===== src/rtl/rr_arbiter.sv =====
// Round-robin arbiter with a rotating priority pointer, registered one-hot grant,
// encoded grant index and optional grant hold while the holder keeps requesting.
module rr_arbiter #(
  parameter int unsigned WIDTH = 8,
  parameter bit          HOLD  = 1'b1,
  parameter int unsigned IDW   = $clog2(WIDTH)
) (
  input  logic             clk,
  input  logic             rst,
  input  logic [WIDTH-1:0] req,
  output logic [WIDTH-1:0] grant,
  output logic             grant_valid,
  output logic [IDW-1:0]   grant_id
);

  logic [IDW-1:0]   ptr;
  logic [WIDTH-1:0] masked;
  logic [IDW-1:0]   winner;
  logic             found;
  logic             any_req;
  logic             hold_now;
  logic [IDW-1:0]   ptr_next;

  always_comb begin
    masked = '0;
    for (int unsigned i = 0; i < WIDTH; i++) begin
      masked[i] = req[i] && (i >= 32'(ptr));
    end
  end

  // Lowest set bit at or above ptr; if none, fall back to lowest set bit overall.
  always_comb begin
    winner = '0;
    found  = 1'b0;
    for (int unsigned i = 0; i < WIDTH; i++) begin
      if (!found && masked[i]) begin
        winner = IDW'(i);
        found  = 1'b1;
      end
    end
    for (int unsigned i = 0; i < WIDTH; i++) begin
      if (!found && req[i]) begin
        winner = IDW'(i);
        found  = 1'b1;
      end
    end
  end

  always_comb begin
    any_req  = |req;
    hold_now = HOLD && grant_valid && req[grant_id];
    ptr_next = (winner == IDW'(WIDTH - 1)) ? '0 : winner + 1'b1;
  end

  always_ff @(posedge clk) begin
    if (rst) begin
      grant       <= '0;
      grant_valid <= 1'b0;
      grant_id    <= '0;
      ptr         <= '0;
    end else if (!hold_now) begin
      if (any_req) begin
        grant       <= WIDTH'(1) << winner;
        grant_valid <= 1'b1;
        grant_id    <= winner;
        ptr         <= ptr_next;
      end else begin
        grant       <= '0;
        grant_valid <= 1'b0;
        grant_id    <= '0;
      end
    end
  end

endmodule


===== config.mk =====
export PLATFORM = sky130hd
export DESIGN_NAME = rr_arbiter
export DESIGN_NICKNAME = d
export VERILOG_FILES = /design/src/rtl/rr_arbiter.sv
export SDC_FILE = /design/constraint.sdc
export NUM_CORES = 1
export LEC_CHECK = 0
export ABC_AREA = 1
export BUFFER_PORTS_ARGS = -buffer_cell sky130_fd_sc_hd__buf_2
export CAP_MARGIN = 10
export CORE_MARGIN = 10
export CORE_UTILIZATION = 53
export DETAILED_ROUTE_END_ITERATION = 10
export PLACE_DENSITY = 0.78
export SKIP_LAST_GASP = 1
export SLEW_MARGIN = 10
export SYNTH_ARGS = -nofsm -noshare
export SYNTH_HDL_FRONTEND = slang
export SYNTH_SLANG_ARGS = --single-unit

===== constraint.sdc =====
create_clock -name clk -period 3 [get_ports clk]
set_clock_uncertainty 0.05 [all_clocks]
set_input_delay 0.75 -clock clk [delete_from_list [all_inputs] [get_ports clk]]
set_output_delay 0.75 -clock clk [all_outputs]
set_load 0.02 [all_outputs]

==> results.sh, run 1 <==
export IMPL_status="finished, final reports clean"
export IMPL_synth_edf_count=0
export IMPL_synth_nets=172
export IMPL_cts_resized=0
export IMPL_dpl_instance_area_mm2=0.00116
export IMPL_synth_cell_types=24
export IMPL_cts_root_buf="clkbuf_4"
export IMPL_max_cap_viol_count=0
export IMPL_synthTopCellsByCount="nand2_1 (44), inv_1 (18), dfxtp_1 (15), nand3_1 (13), nor2_1 (12)"
export IMPL_p_sw_mw=0.490
export IMPL_whs_ps=421
export IMPL_synth_most_common_cell="nand2_1"
export IMPL_dpl_worst_slack_ps=399
export IMPL_async_reset_ff_share_pct=0
export IMPL_gp_congestion=0.841
export IMPL_post_cts_setup_buffer_count=0
export IMPL_tritoncts="done"
export IMPL_clock_sinks=15
export IMPL_yosys_register_bits=15
export IMPL_fmax_ghz=0.433
export IMPL_fin_nets=194
export IMPL_finalSetupViolations=0
export IMPL_design_area_mm2=0.00119
export IMPL_power_frac_seq_pct=32.2
export IMPL_vias_per_cell=5.33
export IMPL_intPower_mw=0.491
export IMPL_syn_area_per_cell_um2=6.69
export IMPL_ant_nets=0
export IMPL_h_tree_depth=1
export IMPL_worstMarginPinSlew_ps=319
export IMPL_report_final_slew_viol_count=0
export IMPL_start_util_pct=57.9
export IMPL_drt_total_wl_mm=2.48
export IMPL_max_stage_delay_ps=230
export IMPL_rsz0062_at_grt="no"
export IMPL_fin_crit_sh_pct=77.0
export IMPL_drt_iter0_drc=41
export IMPL_ir_drop_mv=0.443
export IMPL_pwr_share_clk_pct=12.4
export IMPL_diodes=0
export IMPL_crit_type="input port to flop"
export IMPL_report_power_total_mw=0.981
export IMPL_cp_top_family="simple AND/OR/NAND/NOR gates"
export IMPL_io_buffer_count=21
export IMPL_ys_seq_area_share_pct=28.8
export IMPL_netSwitchingFraction_pct=50.0
export IMPL_stdcell_count=202
export IMPL_yosysTopAreaCellShare_pct=28.8
export IMPL_finalCriticalPeriod_ps=2310
export IMPL_synth_yosys_warnings=0
export IMPL_dr_total_vias=1076
export IMPL_end_kind="flop"
export IMPL_syn_area_mm2=0.00104
export IMPL_num_rows=15
export IMPL_cts_buffers=3
export IMPL_synth_flop_cell="dfxtp_1"
export IMPL_crit_required_ps=3140
export IMPL_max_slew_margin_pct=78.7
export IMPL_ios=22
export IMPL_syn2layout_area_growth_pct=13.7
export IMPL_finalHoldViolations=0
export IMPL_power_static_leakage_nw=0.567
export IMPL_die_w_um=64.4
export IMPL_critPathMaxFanout=6
export IMPL_core_area_mm2=0.00180
export IMPL_ys_top_cells_by_area="dfxtp_1 (29%), nand2_1 (16%), ha_1 (7.2%)"
export IMPL_insertion_delay_ps=290
export IMPL_drc=0
export IMPL_grt_pass1_vias=968
export IMPL_netlist_instances=156
export IMPL_startpoint_type="input port"
export IMPL_r2r_slack_ps=790
export IMPL_crit_chain="buf_2 -> inv_1 -> nor2_1 -> nand2_1 -> nand2_2 -> nor2_4 -> nand2_1 -> nand2_1 -> nand2_1 -> a21oi_1 -> nand2_1 -> inv_1 -> ha_1 -> ha_1 -> o21ai_0 -> a21oi_1"
export IMPL_powerDensity_mw_per_mm2=827
export IMPL_hold_class="flop to flop"
export IMPL_grt_max_degree=15
export IMPL_critPathArrivalTime_ps=2450
export IMPL_placed_cells=198
export IMPL_grt_pass1_wl_mm=4.33
export IMPL_grt_antenna_before_repair=0
export IMPL_final_core_util_pct=65.8
export IMPL_cts_clk_slew_worst_paths_ps=100
export IMPL_overflow=0
export IMPL_routedWlPerCell_um=12.3
export IMPL_slowest_stage="ha_1"
export IMPL_path_common_cell="nand2_1"
export IMPL_die_area_mm2=0.00414
export IMPL_drive_above_1_share_pct=26.0
export IMPL_cts_buffer_depth=2
export IMPL_tns_ps=0
export IMPL_holdBufCountCts=0
export IMPL_combPwrFrac_pct=55.4
export IMPL_hpwl_mm=2.00
export IMPL_die_y_um=64.4
export IMPL_setup_ws_ps=689
export IMPL_dr_pass1_iters=4
export IMPL_synth_largest_area_cell="dfxtp_1"
export IMPL_grt_use_total_pct=12.4
export IMPL_critPathBufInv=3
-- flip-flops by register name (all words and copies together) (netlist names) --
name and flops:
ptr 3, grant_id 3, grant 8, grant_valid 1
-- per-layer routing --
layer,GRT usage [%],wire (um),up-vias
met2,20.0,1190,31
met1,15.0,1070,494
li1,-,-,547
met4,3.21,29,0
met5,0,0,-
met3,4.70,193,4
-- worst min-delay path, cell delays in order, from the launching register on --
cell and delay, ps:
dfxtp_1 320, nand2_1 60, a21oi_1 50
-- layout by cell type (no fill, tap or decap), types with 5 or more instances in the layout --
cell / instances
inv_1: 18
buf_2: 21
nand3_1: 13
nand3_2: 5
ha_1: 6
dfxtp_1: 15
nand2_1: 44
nor2_1: 12
a21oi_2: 6
a21oi_1: 11
-- area by class of cell --
type                       count  area [um2]
multi-input combinational    117         647
sequential                    15         300
fill                         167         616
tap                           25        31.3
clock inverter                 1        5.00
clock buffer                   3        22.5
inverter                      20        75.1
timing repair buffer          21         105
-- power groups by stage --
stage / clock network [mW] / logic [mW] / registers [mW]
after floorplan: 0 / 0.395 / 0.344
after global placement: 0 / 0.533 / 0.317
after detailed placement: 0 / 0.544 / 0.319
after CTS: 0.125 / 0.548 / 0.314
after global routing: 0.133 / 0.623 / 0.324
final: 0.122 / 0.543 / 0.315
-- worst paths after layout --
| kind | end | start | cells after the start |
|---|---|---|---|
| max | ptr[2] | req[0] | 16 |
| min | grant[0] | grant[0] | 2 |
| max reg2reg | ptr[2] | ptr[1] | 14 |
| min reg2reg | grant[0] | grant[0] | 2 |
-- logic make-up (layout without fill, tap and decap cells) --
family	after synthesis	in the layout	share of synthesized area, %
buffers and inverters	24	45	9.23
AO/OA/AOI/OAI	25	25	15.1
adder cells (fa/ha/maj)	6	6	7.19
AND/OR/NAND/NOR	86	86	39.7
flip-flops	15	15	28.8
No activity file was read; power rests on OpenSTA's default activity.
==> inputs of run 2 (changes only) <==
--- a/config.mk
+++ b/config.mk
@@ -5,7 +5,7 @@
 export SDC_FILE = /design/constraint.sdc
 export NUM_CORES = 1
 export LEC_CHECK = 0
-export ABC_AREA = 1
+export ABC_AREA = 0
 export BUFFER_PORTS_ARGS = -buffer_cell sky130_fd_sc_hd__buf_2
 export CAP_MARGIN = 10
 export CORE_MARGIN = 10
==> constraint.sdc (replaced) <==
create_clock -name clk -period 2.35 [get_ports clk]
set_clock_uncertainty 0.05 [all_clocks]
set_input_delay 0.5875 -clock clk [delete_from_list [all_inputs] [get_ports clk]]
set_output_delay 0.5875 -clock clk [all_outputs]
set_load 0.02 [all_outputs]
==> run 2 against run 1 <==
Effect of this change: critical path depth shrank 8; synthesized area grew 1.3%; worst setup slack lost 550 ps; sequential share of layout area shrank 1.9 points; critical path type is now flop to flop; critical endpoint is now ptr[0]; largest power group unchanged.
==> results.sh, run 2 <==
export IMPL_synth_largest_area_cell="dfxtp_1"
export IMPL_critPathBufInv=1
export IMPL_gp_congestion=0.929
export IMPL_hold_class="flop to flop"
export IMPL_cts_buffers=3
export IMPL_drive_above_1_share_pct=37.0
export IMPL_final_cell_mix="buf_2 (21), nand2_1 (20), buf_4 (16)"
export IMPL_report_final_slew_viol_count=0
export IMPL_cts_buffer_depth=2
export IMPL_dr_pass1_iters=6
export IMPL_ios=22
export IMPL_synthTopCellsByCount="nand2_1 (20), dfxtp_1 (15), a21oi_1 (9), nor2_1 (9), nand3_1 (7)"
export IMPL_grt_pass1_wl_mm=4.77
export IMPL_ys_top_cells_by_area="dfxtp_1 (28%), ha_1 (7.1%), nand2_1 (7.1%)"
export IMPL_end_kind="flop"
export IMPL_post_cts_setup_buffer_count=0
export IMPL_ir_drop_mv=0.783
export IMPL_vias_per_cell=5.84
export IMPL_io_buffer_count=21
export IMPL_finalCriticalPeriod_ps=2210
export IMPL_routedWlPerCell_um=16.1
export IMPL_h_tree_depth=1
export IMPL_dpl_worst_slack_ps=-117
export IMPL_yosysTopAreaCellShare_pct=28.4
export IMPL_syn_area_per_cell_um2=8.39
export IMPL_cts_root_buf="clkbuf_4"
export IMPL_fin_crit_sh_pct=94.1
export IMPL_insertion_delay_ps=290
export IMPL_finalSetupViolations=0
export IMPL_synth_yosys_warnings=0
export IMPL_die_y_um=64.7
export IMPL_clock_sinks=15
export IMPL_drt_iter0_drc=53
export IMPL_r2r_cells=8
export IMPL_hpwl_mm=2.24
export IMPL_finalHoldViolations=0
export IMPL_grt_max_degree=20
export IMPL_max_slew_margin_pct=74.3
export IMPL_core_area_mm2=0.00192
export IMPL_top_regs="grant (8), grant_id (3), ptr (3)"
export IMPL_die_area_mm2=0.00418
export IMPL_dr_total_vias=1103
export IMPL_synth_edf_count=0
export IMPL_largest_register="grant"
export IMPL_synth_most_common_cell="nand2_1"
export IMPL_overflow=0
export IMPL_drt_total_wl_mm=3.05
export IMPL_syn_area_mm2=0.00106
export IMPL_layout_commonest_cell="buf_2"
export IMPL_fillers=160
export IMPL_powerDensity_mw_per_mm2=1080
export IMPL_tritoncts="done"
export IMPL_drc=0
export IMPL_largest_register_ffs=8
export IMPL_netlist_instances=126
export IMPL_grt_antenna_before_repair=0
export IMPL_path_depth=8
export IMPL_worstMarginPinSlew_ps=383
export IMPL_fin_nets=179
export IMPL_ant_nets=0
export IMPL_grt_pass1_vias=1060
export IMPL_whs_ps=405
export IMPL_synth_flop_cell="dfxtp_1"
export IMPL_crit_type="flop to flop"
export IMPL_max_stage_delay_ps=390
export IMPL_synth_nets=142
export IMPL_status="finished, final reports clean"
export IMPL_start_util_pct=55.0
export IMPL_synth_cell_types=44
export IMPL_critPathMaxFanout=7
export IMPL_ys_seq_area_share_pct=28.4
export IMPL_min_path_cells=2
export IMPL_crit_required_ps=2500
export IMPL_diodes=0
export IMPL_startpoint_type="flop"
export IMPL_cp_top_family="compound AO/OA/AOI/OAI gates"
export IMPL_crit_chain="nor2b_1 -> o21ai_0 -> a22oi_1 -> o221ai_2 -> inv_1 -> ha_1 -> ha_1 -> o41ai_2"
export IMPL_path_common_cell="ha_1"
export IMPL_syn2layout_area_growth_pct=24.9
export IMPL_fmax_ghz=0.452
export IMPL_slowest_stage="dfxtp_4"
export IMPL_critPathArrivalTime_ps=2360
export IMPL_die_w_um=64.7
export IMPL_yosys_register_bits=15
export IMPL_power_static_leakage_nw=0.579
export IMPL_num_rows=16
export IMPL_async_reset_ff_share_pct=0
export IMPL_setup_ws_ps=139
export IMPL_rsz0062_at_grt="no"
export IMPL_max_cap_viol_count=0
export IMPL_grt_use_total_pct=13.7
export IMPL_holdBufCountCts=0
export IMPL_cts_clk_slew_worst_paths_ps=100
==> run 2: cell count changes after synthesis, moves of 3 or more <==
| cell | change |
|---|---|
| a21oi_2 | -5 |
| inv_1 | -12 |
| mux2i_1 | +3 |
| nand2_1 | -24 |
| nand2_2 | -3 |
| nand2b_1 | +3 |
| nand3_1 | -6 |
| nand3_2 | -5 |
| nand4_1 | -4 |
| nor2_1 | -3 |
| nor2b_1 | +4 |
==> run 2: cell type report <==
cell class	instances	area, um2	share of cell area, %
multi-input cells	99	698	52.9
flip-flops and latches	15	309	23.4
repair buffers	37	225	17.1
well taps	27	33.8	2.56
inverters	7	26.3	1.99
clock buffers	3	22.5	1.71
clock inverters	1	5.00	0.379
==> run 2: cells by family after synthesis <==
logic type	count (synthesis)	share of synthesized area [%]
AND/OR/NAND/NOR	56	28.6
AO/OA/AOI/OAI	33	23.7
flip-flops	15	28.4
buffers and inverters	12	7.22
adder cells (fa/ha/maj)	6	7.10
multiplexers	4	4.97
==> run 2: worst paths after layout <==
check           start        to  slack, ps
min reg2reg  grant[5]  grant[5]        400
max            ptr[0]    ptr[0]        140
max reg2reg    ptr[0]    ptr[0]        140
min          grant[5]  grant[5]        400
==> run 2: routing by layer <==
layer  track usage (%)  routed length [um]  vias up
li1                  -                   -      523
met1              16.2                1230      536
met2              23.8                1620       40
met3              3.78                 184        4
met4              3.48                  21        0
met5                 0                   0        -
==> run 2: what timing repair did <==
item | in CTS | in global routing
pin swaps | 0 | 1
cloned | 0 | 0
setup endpoints to repair | 1 | 1
resized for setup | 2 | 5
==> run 2: worst reg2reg max path: cells and delay by family, from the launching register on <==
| family | cells | cell delay (ps) |
|---|---|---|
| adders and majority gates | 2 | 470 |
| buffers and inverters | 1 | 120 |
| AOI/OAI and AO/OA | 4 | 970 |
| and+or+nand+nor | 1 | 130 |
| DFF | 1 | 390 |
==> run 2: through the flow <==
stage	cells	cell area [um2]	total power [mW]	util, %	TNS [ps]
finish	189	1320	1.43	68.7	0
global route	189	1320	1.51	68.7	0
CTS	189	1300	1.39	67.8	0
detailed placement	185	1270	1.22	66.2	-135
global placement	185	1270	1.20	66.2	-29.2
floorplan	126	1060	0.959	-	0
==> run 2: power breakdown <==
part,internal [mW],switching [mW]
Combinational,0.372,0.472
Sequential,0.341,0.0843
Clock,0.0633,0.0928
